## config.mk

```make
export PLATFORM = sky130hd
export DESIGN_NAME = clk_div_monitor
export DESIGN_NICKNAME = d
export VERILOG_FILES = /design/src/rtl/clk_mon_pkg.sv /design/src/rtl/sync_edge_det.sv /design/src/rtl/clk_div_monitor.sv
export SDC_FILE = /design/constraint.sdc
export NUM_CORES = 1
export LEC_CHECK = 0
export ABC_AREA = 1
export CORE_MARGIN = 5
export CORE_UTILIZATION = 56
export CTS_CLUSTER_SIZE = 24
export DETAILED_ROUTE_END_ITERATION = 10
export GPL_ROUTABILITY_DRIVEN = 0
export PLACE_DENSITY = 0.79
export SLEW_MARGIN = 25
export SYNTH_ARGS = -nofsm -noshare
export SYNTH_HDL_FRONTEND = slang
export SYNTH_HIERARCHICAL = 1
export SYNTH_SLANG_ARGS = --single-unit
```

## constraint.sdc

```tcl
create_clock -name clk -period 2.17 [get_ports clk]
set_input_delay 0.217 -clock clk [delete_from_list [all_inputs] [get_ports clk]]
set_output_delay 0.217 -clock clk [all_outputs]
set_load 0.1 [all_outputs]
```

## src/rtl/clk_mon_pkg.sv

```systemverilog
// Shared definitions for the divided-clock monitor: FSM state encoding and default constants.
package clk_mon_pkg;

  typedef enum logic [1:0] {
    StIdle    = 2'd0,
    StAcquire = 2'd1,
    StLocked  = 2'd2
  } mon_state_e;

  localparam int unsigned RATIO_DEF      = 4;
  localparam int unsigned LOCK_COUNT_DEF = 4;

endpackage

```

## src/rtl/sync_edge_det.sv

```systemverilog
// Synchronizer chain for an asynchronous level, plus one history flop and combinational
// rise/fall detection on the synchronized value.
module sync_edge_det #(
  parameter int unsigned SYNC_STAGES = 2
) (
  input  logic clk,
  input  logic reset,
  input  logic din,
  output logic rise_det,
  output logic fall_det
);

  logic [SYNC_STAGES-1:0] sync_q;
  logic                   prev_q;
  logic                   s;

  assign s = sync_q[SYNC_STAGES-1];

  always_ff @(posedge clk or posedge reset) begin
    if (reset) begin
      sync_q <= '0;
      prev_q <= 1'b0;
    end else begin
      sync_q <= {sync_q[SYNC_STAGES-2:0], din};
      prev_q <= s;
    end
  end

  assign rise_det = s & ~prev_q;
  assign fall_det = ~s & prev_q;

endmodule

```

## src/rtl/clk_div_monitor.sv

```systemverilog
// Monitors a divided clock in the fast clk domain: edge strobes, rise-to-rise period, lock/error.
// Optional duty-cycle checking is enabled by defining CLK_DIV_MONITOR_DUTY_CHECK_EN.
module clk_div_monitor
  import clk_mon_pkg::*;
#(
  parameter int unsigned RATIO       = RATIO_DEF,
  parameter int unsigned CNT_W       = 8,
  parameter int unsigned LOCK_COUNT  = LOCK_COUNT_DEF,
  parameter int unsigned SYNC_STAGES = 2
) (
  input  logic             clk,
  input  logic             reset,
  input  logic             slow_clk_in,
  output logic             rise_pulse,
  output logic             fall_pulse,
  output logic [CNT_W-1:0] period,
  output logic             period_valid,
  output logic             locked,
  output logic             error
`ifdef CLK_DIV_MONITOR_DUTY_CHECK_EN
  ,
  output logic             duty_err
`endif
);

  localparam logic [CNT_W-1:0] CntMax     = '1;
  localparam logic [CNT_W-1:0] RatioCnt   = CNT_W'(RATIO);
  localparam logic [CNT_W-1:0] TimeoutCnt = CNT_W'(2 * RATIO);
  localparam logic [3:0]       LockTarget = 4'(LOCK_COUNT);

  logic rise_det, fall_det;

  sync_edge_det #(
    .SYNC_STAGES(SYNC_STAGES)
  ) u_sync_edge_det (
    .clk     (clk),
    .reset   (reset),
    .din     (slow_clk_in),
    .rise_det(rise_det),
    .fall_det(fall_det)
  );

  mon_state_e       state_q, state_d;
  logic [CNT_W-1:0] cnt_q, cnt_d, measured;
  logic [3:0]       match_q, match_d;
  logic [CNT_W-1:0] period_d;
  logic             period_valid_d, locked_d, error_d;
  logic             timeout, period_ok, high_ok;

  // Saturating increment doubles as the measured period on a rise.
  assign measured = (cnt_q == CntMax) ? cnt_q : cnt_q + CNT_W'(1);
  assign cnt_d    = rise_det ? '0 : measured;
  assign timeout  = (state_q != StIdle) && (cnt_q == TimeoutCnt);

`ifdef CLK_DIV_MONITOR_DUTY_CHECK_EN
  localparam logic [CNT_W-1:0] HalfRatio = CNT_W'(RATIO / 2);

  logic [CNT_W-1:0] high_q;
  logic             duty_err_d;

  // cnt restarts on every rise, so its count at the fall is the high time.
  always_ff @(posedge clk or posedge reset) begin
    if (reset) begin
      high_q <= '0;
    end else if (fall_det) begin
      high_q <= measured;
    end
  end

  assign high_ok    = (high_q == HalfRatio);
  assign duty_err_d = rise_det && !timeout && (state_q != StIdle) && !high_ok;
`else
  assign high_ok = 1'b1;
`endif

  assign period_ok = (measured == RatioCnt) && high_ok;

  always_comb begin
    state_d        = state_q;
    match_d        = match_q;
    period_d       = period;
    period_valid_d = 1'b0;
    error_d        = 1'b0;
    if (timeout) begin
      state_d = StIdle;
      match_d = '0;
      error_d = (state_q == StLocked);
    end else if (rise_det) begin
      unique case (state_q)
        StIdle: begin
          state_d = StAcquire;
          match_d = '0;
        end
        StAcquire: begin
          period_valid_d = 1'b1;
          period_d       = measured;
          if (period_ok) begin
            match_d = match_q + 4'd1;
            if (match_q + 4'd1 == LockTarget) state_d = StLocked;
          end else begin
            match_d = '0;
          end
        end
        StLocked: begin
          period_valid_d = 1'b1;
          period_d       = measured;
          if (!period_ok) begin
            error_d = 1'b1;
            state_d = StAcquire;
            match_d = '0;
          end
        end
        default: begin
          state_d = StIdle;
          match_d = '0;
        end
      endcase
    end
    locked_d = (state_d == StLocked);
  end

  always_ff @(posedge clk or posedge reset) begin
    if (reset) begin
      state_q      <= StIdle;
      cnt_q        <= '0;
      match_q      <= '0;
      rise_pulse   <= 1'b0;
      fall_pulse   <= 1'b0;
      period       <= '0;
      period_valid <= 1'b0;
      locked       <= 1'b0;
      error        <= 1'b0;
    end else begin
      state_q      <= state_d;
      cnt_q        <= cnt_d;
      match_q      <= match_d;
      rise_pulse   <= rise_det;
      fall_pulse   <= fall_det;
      period       <= period_d;
      period_valid <= period_valid_d;
      locked       <= locked_d;
      error        <= error_d;
    end
  end

`ifdef CLK_DIV_MONITOR_DUTY_CHECK_EN
  always_ff @(posedge clk or posedge reset) begin
    if (reset) begin
      duty_err <= 1'b0;
    end else begin
      duty_err <= duty_err_d;
    end
  end
`endif

endmodule
```

==> results of run 1 <==
## per-stage QoR
step                TNS [ps]  instance area (um^2)  hold WS [ps]
finish                     0                  1830          77.6
floorplan                  0                  1590         -29.4
global placement           0                  1750           344
CTS                        0                  1810          64.7
global route           -22.7                  1830          55.2
detailed placement         0                  1750           362
## worst max-delay path, stage by stage (launching register included)
cell and delay (ps):
dfrtp_2 450, ha_2 220, nand2_2 100, nor2_4 50
nand2_4 110, nand3_1 110, inv_1 110, nand2_1 70
nor2_2 130, nand2_2 100, o21ai_4 250, nand2_1 70
o21ai_1 80
## placed cells by master, fill, tap and decap left out, drive strengths merged, types with 2 or more instances in the layout
cell type / netlist / routed
nand2: 51 / 51
nand3: 14 / 14
o21ai: 13 / 13
ha: 8 / 8
buf: 2 / 15
inv: 29 / 29
dfrtp: 30 / 30
clkdlybuf4s50: 0 / 2
clkbuf: 0 / 7
nand4: 5 / 5
a21oi: 4 / 4
nor2: 27 / 27
clkinv: 3 / 4
## logic make-up after synthesis
| family | Yosys count | share of synthesized area [%] |
|---|---|---|
| XOR/XNOR | 2 | 1.11 |
| buffers and inverters | 34 | 8.60 |
| AO/OA/AOI/OAI | 19 | 7.03 |
| adder cells (fa/ha/maj) | 8 | 6.31 |
| AND/OR/NAND/NOR | 99 | 29.6 |
| flip-flops | 30 | 47.4 |
## flip-flops by register name (all words and copies together), names as in the netlist, 2 cells and up
register                cells
cnt_q                       8
period                      8
match_q                     4
state_q                     2
u_sync_edge_det/sync_q      2
## metal layers
metal  track usage (%)  part of all wire, %  wire length, um  vias to the layer above
met2              30.6                   50             1550                       24
met3              5.15                  4.2              129                        4
met1              20.1                   44             1360                      600
met5                 0                    0                0                        -
met4              4.68                  1.2               36                        0
li1                  -                    -                -                      646
## final timing paths
kind / end / slack, ps
setup / recovery: match_q[0] / 250
hold / removal: u_sync_edge_det/sync_q[0] / 80
setup reg to reg: match_q[0] / 250
hold reg to reg: u_sync_edge_det/sync_q[1] / 380
max in group asynchronous: cnt_q[0] / 1430
min in group clk: u_sync_edge_det/sync_q[0] / 340
## report_power, final
group	switching (mW)	internal (mW)
combinational	0.710	0.226
clock	0.175	0.157
sequential	0.0908	0.657
## area by class of cell
type	instances	area (um^2)	share of cell area [%]
Timing Repair Buffer	17	145	7.93
Sequential cell	30	752	41.1
Multi-Input combinational cell	128	713	39.0
Tap cell	31	38.8	2.12
Inverter	32	120	6.57
Clock inverter	1	5.00	0.274
Clock buffer	7	55.1	3.01
## repair_timing
action	CTS	global route
hold buffers	0	0
gates resized for setup	0	5
setup endpoints to repair	0	14
setup buffers	0	0
==> impl_metrics.toml, run 1 <==
[routing]
dr.pass1.iters = 4
vias_per_cell = 5.18
vias = 1274
wl_um = 3080
drtIter0Drc = 61
drc = 0
antenna_left = 0
wire_per_inst_um = 12.5

[timing]
timing.final.crit_share_pct = 88.5
slew_viol_final = 0
setup_violations = 0
fmax_mhz = 520
worst_pin_slew_ps = 545
skew_ps = 3.34
finalCriticalPeriod_ps = 1920
max-slew-margin-rel_pct = 63.6
hold_viol_final = 0
fin_ws_ps = 248

[critical_path]
critPathKind = "reg2reg"
reg2reg_from = "cnt_q[0]"
startpoint_type = "register"
startpoint = "cnt_q[0]"
cp-end-kind = "register"
critPathMaxFanout = 9
arrival_ps = 2170
r2r.worst_path.cells = 12
cp.required_ps = 2420

[power_and_ir_drop]
leakagePower_nw = 0.957
vdd_drop_max_mv = 1.10
finalPower_mw = 2.02
powerDensity_nw_per_um2 = 1100

[finish]
drive_gt1_share_pct = 20.5
utilization_pct = 66.9
fill_cells = 221
antennaDiodeCount = 0
final_cells = 246
syn_to_final_growth_pct = 15.4
fin_nets = 225

[clocking]
numCtsBuffers = 5
clkLatencyLatePin_ps = 320
clockBufferDepth = 2
clk_pin_slew_worst_paths_ps = 90
cts-root-buf = "clkbuf_4"
clock-sinks = 30
htree_levels = 2
tritoncts = "done"

[grt]
antenna_found_initial = 0
gr-total-overflow = 0
grt_max_degree = 16
grt_pass1_vias = 1294
grt_pass1_wl_um = 5510
grtUsageTotal_pct = 17.3

[synth]
synth_cells = 192
async_reset_ff_share_pct = 100
ys.flop_type = "dfrtp_1"
syn-cell-area_um2 = 1590
seq_area_frac_synth_pct = 47.4
synth-edff-count = 0
avgSynthCellArea_um2 = 8.26
synthTopCellsByCount = "46 x nand2_1, 30 x dfrtp_1, 27 x inv_1, 20 x nor2_1, 12 x nand3_1"
synth_seq_cells = 30
synth_top_cell_area_share_pct = 47.4
yosys_warnings = 6
synth_most_common_cell = "nand2_1"
synth.distinct_cells = 26
yosysTopAreaCell = "dfrtp_1"
synthTopCellsByArea = "dfrtp_1 47%, nand2_1 11%, inv_1 6.4%"
syn-num-nets = 203

[place]
dp.cells = 238
post-place-ws_ps = 82.2
dp_hpwl_um = 2490
portBuffers = 15

[floorplan]
core_um2 = 2730
initial_utilization_pct = 58.0
fp.dieW_um = 63.2
io_pins = 16
rows = 19
die_y_um = 63.2
die_area_um2 = 3990

[hold_path]
hold_path.class = "in2async"

[outcome]
outcome = "completed"

[run]
drv_cap = 0
Note: power is estimated with default switching activity, not from simulation.
==> run 2: changes to the inputs <==
--- a/config.mk
+++ b/config.mk
@@ -11,6 +11,7 @@
 export CTS_CLUSTER_SIZE = 24
 export DETAILED_ROUTE_END_ITERATION = 10
 export GPL_ROUTABILITY_DRIVEN = 0
+export GPL_TIMING_DRIVEN = 0
 export PLACE_DENSITY = 0.79
 export SLEW_MARGIN = 25
 export SYNTH_ARGS = -nofsm -noshare
==> run 2 against run 1 <==
Routed wire length grew 2.5%. Highest routed layer unchanged. Maximum frequency down 6.4%. Clock skew up 2.9 ps. Power is 0.34% lower. Critical path depth decreased by 11. Largest cell class unchanged. Flip-flop and latch count is the same. Die area unchanged. Cell count down 0.81%. Sequential share of layout area is 0.21 points lower. Count of clock-buffer cells in the layout decreased by 1. Largest power group unchanged.
==> impl_metrics.toml, run 2 (synthesized netlist as in run 1, its figures left out) <==
[clocking]
clockBufferDepth = 2
tritoncts = "done"
clock-sinks = 30
cts_hold_buffers = 0
clk_pin_slew_worst_paths_ps = 80
cts_setup_buffers = 0
cts-root-buf = "clkbuf_4"
numCtsBuffers = 5
clkLatencyLatePin_ps = 310
htree_levels = 2

[grt]
use_met2_pct = 30.5
grtUsageTotal_pct = 18.1
gr-total-overflow = 0
grt_max_degree = 28
grt_util_met1_pct = 22.4
grt_util_met3_pct = 3.91
grt_pass1_wl_um = 5700
antenna_found_initial = 0
grt_pass1_vias = 1282
grt-busiest-layer = "met2"

[finish]
fill_cells = 225
utilization_pct = 67.1
final_common_cell = "nand2_1"
syn_to_final_growth_pct = 15.8
antennaDiodeCount = 0
mostFrequentLayoutCells = "45 x nand2_1, 30 x dfrtp_1, 26 x inv_1"
fin_nets = 225
top_regs = "cnt_q (8), period (8), match_q (4)"
final_area_um2 = 1840
final_cells = 244
drive_gt1_share_pct = 13.6

[floorplan]
rows = 19
core_um2 = 2730
die_y_um = 63.2
die_area_um2 = 3990
fp.dieW_um = 63.2
io_pins = 16
initial_utilization_pct = 58.0

[timing]
worst_pin_slew_ps = 997
hold_viol_final = 0
max-slew-margin-rel_pct = 33.3
fin_ws_ps = 117
setup_violations = 0
timing.hold.ws_ps = 115
finalCriticalPeriod_ps = 2050
fmax_mhz = 487
setup_tns_ps = 0
slew_viol_final = 0
timing.final.crit_share_pct = 94.6
skew_ps = 6.25

[power_and_ir_drop]
clock_power_share_pct = 15.4
pwr-share-comb_pct = 47.6
finalPower_mw = 2.01
p_int_mw = 1.04
powerDensity_nw_per_um2 = 1090
switching_share_pct = 48.1
switching_power_mw = 0.965
vdd_drop_max_mv = 1.04
p_seq_share_pct = 37.0
leakagePower_nw = 0.926

[routing]
vias_per_cell = 5.31
dr.pass1.iters = 7
vias = 1296
drtIter0Drc = 74
wire_per_inst_um = 12.9
drc = 0
antenna_left = 0
wl_um = 3150

[place]
dpl_cell_area_um2 = 1770
post-place-ws_ps = 151
dp.cells = 238
dp_hpwl_um = 2510
portBuffers = 15

[run]
drv_cap = 0

[critical_path]
critPathMaxFanout = 2
critPathSlowestCell = "clkdlybuf4s50_1"
critPathKind = "reg2out"
cp.required_ps = 1950
cp-end-kind = "output port"
crit_family = "buffers and inverters"
path_buf_inv = 1
arrival_ps = 1840
crit_chain = "clkdlybuf4s50_1"
slowest_delay_ps = 1160
reg2reg_from = "cnt_q[0]"
startpoint = "period[0]"
startpoint_type = "register"

[hold_path]
hold_path.class = "in2async"

[outcome]
outcome = "completed"
## run 2: layout make-up
class	instances	area [um^2]	share of cell area [%]
sequential	30	751	40.9
multi-input combinational	128	708	38.6
timing repair buffer	15	150	8.18
inverter	32	120	6.54
clock buffer	6	51.3	2.79
tap	31	38.8	2.11
buffer	2	16.3	0.886
## run 2: power by group through the flow
| stage | clock network (mW) | logic [mW] | registers [mW] |
|---|---|---|---|
| floorplan | 0 | 0.357 | 1.13 |
| global placement | 0 | 0.932 | 0.746 |
| detailed placement | 0 | 0.955 | 0.754 |
| CTS | 0.319 | 0.958 | 0.743 |
| global route | 0.357 | 1.05 | 0.761 |
| finish | 0.309 | 0.957 | 0.743 |
## run 2: final timing paths
kind	to	slack, ps	cells past startpoint
min in group clk	u_sync_edge_det/sync_q[0]	340	1
hold / removal	u_sync_edge_det/prev_q	110	2
setup reg to reg	match_q[3]	210	12
max in group asynchronous	cnt_q[5]	1510	2
setup / recovery	period[0]	120	1
hold reg to reg	u_sync_edge_det/sync_q[1]	370	0
## run 2: what timing repair did
| item | CTS | global route |
|---|---|---|
| endpoints found under the hold margin | 0 | 0 |
| resized for setup | 0 | 3 |
| endpoints found under the setup margin | 0 | 14 |
## run 2: per-layer routing
layer  vias to the layer above  wire length, um
li1                        639                -
met2                        37             1560
met4                         0               87
met5                         -                0
met3                        12              140
met1                       608             1360
==> run 3: changes to the inputs <==
--- a/config.mk
+++ b/config.mk
@@ -13,7 +13,6 @@
 export GPL_ROUTABILITY_DRIVEN = 0
 export GPL_TIMING_DRIVEN = 0
 export PLACE_DENSITY = 0.79
-export SLEW_MARGIN = 25
 export SYNTH_ARGS = -nofsm -noshare
 export SYNTH_HDL_FRONTEND = slang
 export SYNTH_HIERARCHICAL = 1
==> run 3 against run 2 <==
Combinational power about the same. Maximum frequency about the same. Global-route usage unchanged. Routed wire length down 0.92%. Worst hold slack worse by 20 ps. Count of clock-buffer cells in the layout unchanged. Core utilization unchanged. Register-to-register slack about the same. Cell count unchanged. Cell area unchanged. Worst setup slack better by 1.3 ps.
==> impl_metrics.toml, run 3 (synthesized netlist as in run 1, its figures left out) <==
[critical_path]
crit_family = "buffers and inverters"
cp.required_ps = 1950
cp-end-kind = "output port"
critPathKind = "reg2out"
crit_chain = "clkdlybuf4s50_1"
critPathMaxFanout = 2
slowest_delay_ps = 1160
startpoint_type = "register"
critPathSlowestCell = "clkdlybuf4s50_1"
arrival_ps = 1830
path_buf_inv = 1

[outcome]
outcome = "completed"

[timing]
slew_viol_final = 0
worst_pin_slew_ps = 997
timing.hold.ws_ps = 94.2
max-slew-margin-rel_pct = 33.3
fmax_mhz = 487
finalCriticalPeriod_ps = 2050
skew_ps = 6.05
setup_violations = 0
setup_tns_ps = 0
timing.final.crit_share_pct = 94.5
hold_viol_final = 0
fin_ws_ps = 118

[power_and_ir_drop]
vdd_drop_max_mv = 1.04
p_seq_share_pct = 37.0
finalPower_mw = 2.01
switching_power_mw = 0.964
pwr-share-comb_pct = 47.7
clock_power_share_pct = 15.4
switching_share_pct = 48.0
leakagePower_nw = 0.927
powerDensity_nw_per_um2 = 1090
p_int_mw = 1.04

[grt]
grt-busiest-layer = "met2"
grt_util_met1_pct = 22.4
grtUsageTotal_pct = 18.1
use_met2_pct = 30.5
gr-total-overflow = 0
antenna_found_initial = 0
grt_pass1_vias = 1282
grt_pass1_wl_um = 5700
grt_max_degree = 28
grt_util_met3_pct = 3.91

[routing]
dr.pass1.iters = 4
wire_per_inst_um = 12.8
drtIter0Drc = 74
vias_per_cell = 5.24
antenna_left = 0
vias = 1279
wl_um = 3120
drc = 0

[place]
post-place-ws_ps = 151
portBuffers = 15
dpl_cell_area_um2 = 1770
dp_hpwl_um = 2510

[finish]
syn_to_final_growth_pct = 15.8
top_regs = "cnt_q (8), period (8), match_q (4)"
drive_gt1_share_pct = 13.1
mostFrequentLayoutCells = "45 x nand2_1, 30 x dfrtp_1, 27 x inv_1"
fin_nets = 225
fill_cells = 225
antennaDiodeCount = 0
final_area_um2 = 1840
final_common_cell = "nand2_1"

[clocking]
htree_levels = 2
clk_pin_slew_worst_paths_ps = 80
numCtsBuffers = 5
clock-sinks = 30
clkLatencyLatePin_ps = 310
cts_hold_buffers = 0
clockBufferDepth = 2
cts-root-buf = "clkbuf_4"
tritoncts = "done"

[floorplan]
rows = 19
die_area_um2 = 3990
initial_utilization_pct = 58.0
io_pins = 16
fp.dieW_um = 63.2
core_um2 = 2730
die_y_um = 63.2

[run]
drv_cap = 0

[hold_path]
hold_path.class = "in2async"
==> run 3: cell counts in the layout (fill, tap and decap cells not counted) <==
No cell type changed its count.
==> run 3: power by group through the flow <==
stage / registers [mW] / logic [mW] / clock network, mW
floorplan: 1.13 / 0.357 / 0
global placement: 0.746 / 0.932 / 0
detailed placement: 0.754 / 0.955 / 0
CTS: 0.743 / 0.958 / 0.319
global route: 0.761 / 1.05 / 0.357
finish: 0.742 / 0.956 / 0.308
==> run 3: layout make-up <==
class,instances,area (um^2),area share (%)
Buffer,2,16.3,0.886
Clock buffer,6,51.3,2.79
Inverter,32,120,6.54
Multi-Input combinational cell,128,708,38.6
Sequential cell,30,751,40.9
Tap cell,31,38.8,2.11
Timing Repair Buffer,15,150,8.18
==> run 3: final timing paths <==
kind,startpoint,end,slack (ps),cells after the start
max in group asynchronous,reset,cnt_q[5],1110,2
worst max register to register,cnt_q[0],match_q[3],210,12
worst min-delay path,reset,u_sync_edge_det/prev_q,90,2
worst min register to register,u_sync_edge_det/sync_q[0],u_sync_edge_det/sync_q[1],370,0
min in group clk,slow_clk_in,u_sync_edge_det/sync_q[0],340,1
worst max-delay path,period[0],period[0],120,1
==> run 3: what timing repair did <==
item / CTS / global route
setup buffers: 0 / 0
setup endpoints to repair: 0 / 14
resized for setup: 0 / 3
==> run 3: metrics by stage <==
stage / cells / util [%]
after floorplan: 192 / -
after global placement: 238 / 64.9
after detailed placement: 238 / 64.9
after CTS: 244 / 66.8
after global routing: 244 / 67.1
final: 244 / 67.1
==> run 3: layer usage <==
layer	up-vias	part of all wire [%]
li1	639	-
met5	-	0
met4	0	2.4
met3	9	3.2
met1	604	45
met2	27	50
